File: config.mk
export PLATFORM = sky130hd
export DESIGN_NAME = bch_enc_frame_ctrl
export DESIGN_NICKNAME = d
export VERILOG_FILES = /design/src/rtl/bch_pkg.sv /design/src/rtl/bch_parity_lfsr.sv /design/src/rtl/bch_enc_frame_ctrl.sv
export SDC_FILE = /design/constraint.sdc
export NUM_CORES = 1
export LEC_CHECK = 0
export CAP_MARGIN = 20
export CORE_MARGIN = 10
export CORE_UTILIZATION = 45
export DETAILED_ROUTE_END_ITERATION = 6
export DONT_BUFFER_PORTS = 1
export PLACE_DENSITY_LB_ADDON = 0.05
export SLEW_MARGIN = 25
export SYNTH_ARGS = -nofsm -noshare
export SYNTH_HDL_FRONTEND = slang
export SYNTH_SLANG_ARGS = --single-unit
File: constraint.sdc
create_clock -name clk -period 2.3 [get_ports clk]
set_input_delay 0.345 -clock clk [delete_from_list [all_inputs] [get_ports clk]]
set_output_delay 0.345 -clock clk [all_outputs]
set_load 0.05 [all_outputs]
File: src/rtl/bch_pkg.sv
// Shared constants and FSM state type for the BCH(63,24) systematic encoder path.
package bch_pkg;

  localparam int BCH_N = 63;
  localparam int BCH_K = 24;
  localparam int BCH_P = BCH_N - BCH_K;

  // Generator polynomial coefficients, bit i = g_i (g_0 and g_39 are both 1)
  localparam logic [BCH_P:0] G_POLY = 40'hF69AC20921;

  localparam int CNT_W = 6;

  typedef enum logic [1:0] {IDLE, MSG, PAR} bch_enc_state_t;

  function automatic logic [CNT_W-1:0] cnt_inc(input logic [CNT_W-1:0] c);
    return c + CNT_W'(1);
  endfunction

endpackage

File: src/rtl/bch_parity_lfsr.sv
// Division LFSR for the BCH parity: absorbs message bits, then shifts the remainder out MSB-first.
// Advances one bit per shift_en; clr dominates shift_en.
module bch_parity_lfsr
  import bch_pkg::*;
#(
  parameter int P = BCH_P
) (
  input  logic clk,
  input  logic rst_n,
  input  logic clr,
  input  logic shift_en,
  input  logic par_mode,
  input  logic din,
  output logic par_msb
);

  logic [P-1:0] lfsr;
  logic [P-1:0] lfsr_nxt;
  logic         fb;

  // In parity mode feedback is forced to zero so the register becomes a plain shifter
  always_comb begin
    fb          = par_mode ? 1'b0 : (din ^ lfsr[P-1]);
    lfsr_nxt    = '0;
    lfsr_nxt[0] = fb;
    for (int i = 1; i < P; i++) begin
      lfsr_nxt[i] = lfsr[i-1] ^ (G_POLY[i] & fb);
    end
  end

  always_ff @(posedge clk) begin
    if (!rst_n) begin
      lfsr <= '0;
    end else if (clr) begin
      lfsr <= '0;
    end else if (shift_en) begin
      lfsr <= lfsr_nxt;
    end
  end

  assign par_msb = lfsr[P-1];

endmodule

File: src/rtl/bch_enc_frame_ctrl.sv
// Frame sequencer for the BCH(63,24) encoder: one K-bit word in, N serial codeword bits out.
// Stalls on cw_ready; next frame starts without a bubble. Optional frame_cnt via BCH_FRAME_CNT_EN.
module bch_enc_frame_ctrl
  import bch_pkg::*;
#(
  parameter int N = BCH_N,
  parameter int K = BCH_K
) (
  input  logic         clk,
  input  logic         rst_n,
  input  logic [K-1:0] msg_data,
  input  logic         msg_valid,
  output logic         msg_ready,
  output logic         cw_bit,
  output logic         cw_valid,
  input  logic         cw_ready,
  output logic         cw_sof,
  output logic         cw_eof,
  output logic         busy
`ifdef BCH_FRAME_CNT_EN
  ,
  output logic [15:0]  frame_cnt
`endif
);

  localparam int P = N - K;
  localparam logic [CNT_W-1:0] K_LAST = CNT_W'(K - 1);
  localparam logic [CNT_W-1:0] P_LAST = CNT_W'(P - 1);

  bch_enc_state_t   state;
  bch_enc_state_t   state_nxt;
  logic [CNT_W-1:0] bit_cnt;
  logic [K-1:0]     shreg;
  logic             par_msb;
  logic             last_msg;
  logic             last_par;
  logic             accept;
  logic             beat;

  assign last_msg = (bit_cnt == K_LAST);
  assign last_par = (bit_cnt == P_LAST);
  assign accept   = msg_valid & msg_ready;
  assign beat     = cw_valid & cw_ready;
  assign busy     = (state != IDLE);

  always_ff @(posedge clk) begin
    if (!rst_n) begin
      state <= IDLE;
    end else begin
      state <= state_nxt;
    end
  end

  // msg_ready in PAR depends on cw_ready so a new frame can follow the eof beat directly
  always_comb begin
    state_nxt = state;
    msg_ready = 1'b0;
    cw_valid  = 1'b0;
    cw_bit    = 1'b0;
    cw_sof    = 1'b0;
    cw_eof    = 1'b0;
    case (state)
      IDLE: begin
        msg_ready = 1'b1;
        if (msg_valid) state_nxt = MSG;
      end
      MSG: begin
        cw_valid = 1'b1;
        cw_bit   = shreg[K-1];
        cw_sof   = (bit_cnt == '0);
        if (cw_ready && last_msg) state_nxt = PAR;
      end
      PAR: begin
        cw_valid  = 1'b1;
        cw_bit    = par_msb;
        cw_eof    = last_par;
        msg_ready = last_par & cw_ready;
        if (cw_ready && last_par) state_nxt = msg_valid ? MSG : IDLE;
      end
      default: state_nxt = IDLE;
    endcase
  end

  always_ff @(posedge clk) begin
    if (!rst_n) begin
      bit_cnt <= '0;
    end else if (accept) begin
      bit_cnt <= '0;
    end else if (beat) begin
      if ((state == MSG && last_msg) || (state == PAR && last_par)) begin
        bit_cnt <= '0;
      end else begin
        bit_cnt <= cnt_inc(bit_cnt);
      end
    end
  end

  always_ff @(posedge clk) begin
    if (!rst_n) begin
      shreg <= '0;
    end else if (accept) begin
      shreg <= msg_data;
    end else if (beat && state == MSG) begin
      shreg <= {shreg[K-2:0], 1'b0};
    end
  end

  bch_parity_lfsr #(
    .P(P)
  ) u_lfsr (
    .clk      (clk),
    .rst_n    (rst_n),
    .clr      (accept),
    .shift_en (beat),
    .par_mode (state == PAR),
    .din      (shreg[K-1]),
    .par_msb  (par_msb)
  );

`ifdef BCH_FRAME_CNT_EN
  always_ff @(posedge clk) begin
    if (!rst_n) begin
      frame_cnt <= '0;
    end else if (beat && cw_eof) begin
      frame_cnt <= frame_cnt + 16'd1;
    end
  end
`endif

endmodule

==> results_dict.tcl <==
set metrics [dict create \
    status "finished, final reports clean" \
    setup_viol 0 \
    multi_input_area_sq_mm 0.00169 \
    via_per_inst 5.31 \
    synth-xor-area-share 0.0557 \
    drc 0 \
    required_ns 1.96 \
    cts-root-buf "clkbuf_8" \
    stdcell_area_sq_mm 0.00360 \
    hold_slack_ns 0.136 \
    route.vias.total 2402 \
    p_leak_uw 0.00138 \
    start_util 0.460 \
    synth_compound_area_frac 0.209 \
    synth_cell_types 41 \
    synth.area.mux_share 0.0792 \
    hp-class "in2reg" \
    syn-instance-count 353 \
    wire_per_inst_um 14.1 \
    firstDrtPassIters 4 \
    post_cts_resized 0 \
    yosys_warnings 0 \
    clkPwrFrac 0.230 \
    synth_top_family_by_area "compound AO/OA/AOI/OAI gates" \
    grt_max_degree 52 \
    ys_seq_elements 71 \
    path_cells "inv_1 > ha_1 > and4b_1 > a31oi_4 > inv_2 > buf_4" \
    yosysSeqAreaShare 0.430 \
    drv_cap 0 \
    cpPeakStageDelay_ns 0.38 \
    drt-total-wl_um 6390 \
    grt_pass1_vias 2217 \
    placed_cell_area_sq_mm 0.00341 \
    layout_common_cells "71 x dfxtp_1, 56 x nand2_1, 25 x mux2i_1" \
    power_density_mw_per_mm2 1090 \
    crit_path_start_kind "register" \
    rsz0062_at_grt "no" \
    max_freq_mhz 481 \
    grt_pass1_wl_um 10900 \
    syn_area_sq_mm 0.00330 \
    antenna_found_initial 0 \
    clk_latency_ns 0.33 \
    synth_edf_count 0 \
    cts_setup_buffers 0 \
    synthFlopType "dfxtp_1" \
    register_area_sq_mm 0.00142 \
    cts_hold_buf 0 \
    chipHeight_um 106 \
    async_flop_share 0 \
    dieArea_sq_mm 0.0112 \
    final.min_clock_period_ns 2.08 \
    critPathKind "reg2out" \
    coreArea_sq_mm 0.00718 \
    cts_max_path_buffers 2 \
    ir_worst_vdd_uv 368 \
    pwr-share-seq 0.393 \
    worst_ep_arrival_time_ns 1.73 \
    layout_commonest_cell "dfxtp_1" \
    endpoint_kind "output port" \
    htreeDepth 3 \
    drive_above_1_share 0.147 \
    tightest_slew_ns 0.619 \
    finalWorstSetupSlack_ns 0.221 \
    finalHoldViolCount 0 \
    synthSimpleGateAreaFrac 0.136 \
    critPathSlowestCell "dfxtp_1" \
    grtUsageTotal 0.116 \
    io_buffers 0 \
    diodes 0 \
    fill_cells 690 \
    post-route-period-util 0.904 \
    syn-num-nets 388 \
    slew_headroom 0.586 \
    drt_iter0_drc 114 \
    synth_area_per_cell_sq_um 9.36 \
    cts_tree "yes" \
    cp_max_fo 4 \
    overflow 0 \
    std_cell_rows 31 \
    nNetsFinal 384 \
    place_ws_ns 0.339 \
    ios 34 \
    dp_hpwl_um 4070 \
    clk_pin_slew_ns 0.07 \
    tns_ns 0 \
    maxSlewViolCount 0 \
    die_x_um 106 \
    finalClockSkew_ns 0.00989 \
    p_switching_uw 1450 \
    p_sw_frac 0.371 \
    gp_congestion 0.825 \
    cts_num_sinks 71 \
    numCtsBuffers 9 \
    p_int_uw 2460 \
    p_comb_frac 0.377 \
    critical_path.top_delay_family "flip-flops" \
    area_growth_pct 8.90 \
    ant_nets 0 \
    path_buf_inv 3 \
    synth_fa_ha_area_frac 0.0265 \
    power.total_uw 3920 \
]
==> final timing paths <==
kind / depth (start not counted) / slack [ns] / to / from
max: 6 / 0.22 / msg_ready / bit_cnt[0]$_SDFFE_PP0P_
min: 1 / 0.14 / shreg[20]$_SDFFE_PN0P_ / rst_n
max reg2reg: 7 / 0.31 / shreg[1]$_SDFFE_PN0P_ / bit_cnt[0]$_SDFFE_PP0P_
min reg2reg: 2 / 0.45 / u_lfsr.lfsr[21]$_SDFFE_PP0P_ / u_lfsr.lfsr[20]$_SDFFE_PP0P_
==> cells in the mapped netlist (all sizes together) (8+ instances only) <==
cell type / number / area, sq um
nand2: 56 / 210
nor3: 8 / 40.0
dfxtp: 71 / 1420
clkbuf: 12 / 45.0
a21oi: 25 / 163
xnor2: 17 / 149
mux2i: 25 / 250
o21ai: 26 / 138
nor2: 17 / 71.3
buf: 17 / 138
o311a: 22 / 220
a211oi: 15 / 113
==> cells by family (layout without fill, tap and decap cells) <==
logic type	Yosys count	count (layout)
AO/OA/AOI/OAI	93	93
XOR/XNOR	21	21
adder cells (fa/ha/maj)	7	7
buffers and inverters	36	36
flip-flops	71	71
multiplexers	26	26
AND/OR/NAND/NOR	99	99
==> layer usage <==
layer | GRT usage | up-vias | routed length, um
met5 | 0 | - | 0
met4 | 0.0406 | 0 | 70
met3 | 0.0371 | 7 | 330
met2 | 0.175 | 38 | 2780
met1 | 0.150 | 1115 | 3210
li1 | - | 1242 | -
==> area by class of cell <==
| cell class | count | area share |
|---|---|---|
| multi-input combinational | 246 | 0.471 |
| inverter | 7 | 0.00730 |
| timing repair buffer | 14 | 0.0417 |
| tap | 99 | 0.0344 |
| sequential | 71 | 0.395 |
| clock inverter | 3 | 0.00487 |
| clock buffer | 12 | 0.0459 |
==> per-stage QoR <==
stage,util,instances
after CTS,0.501,452
after floorplan,-,353
after detailed placement,0.476,437
after global placement,0.472,436
after global routing,0.501,452
final,0.501,452
==> flip-flops by register name, indices dropped and copies added (netlist names) <==
signal       flops
state            2
bit_cnt          6
u_lfsr.lfsr     39
shreg           24
==> power groups by stage <==
| stage | registers (uW) | logic (uW) | clock network, uW |
|---|---|---|---|
| final | 1540 | 1480 | 903 |
| after global routing | 1560 | 1650 | 992 |
| after CTS | 1540 | 1490 | 940 |
| after detailed placement | 1570 | 1480 | 0 |
| after global placement | 1560 | 1450 | 0 |
| after floorplan | 1540 | 1310 | 0 |
(Power assumes the default switching activity.)
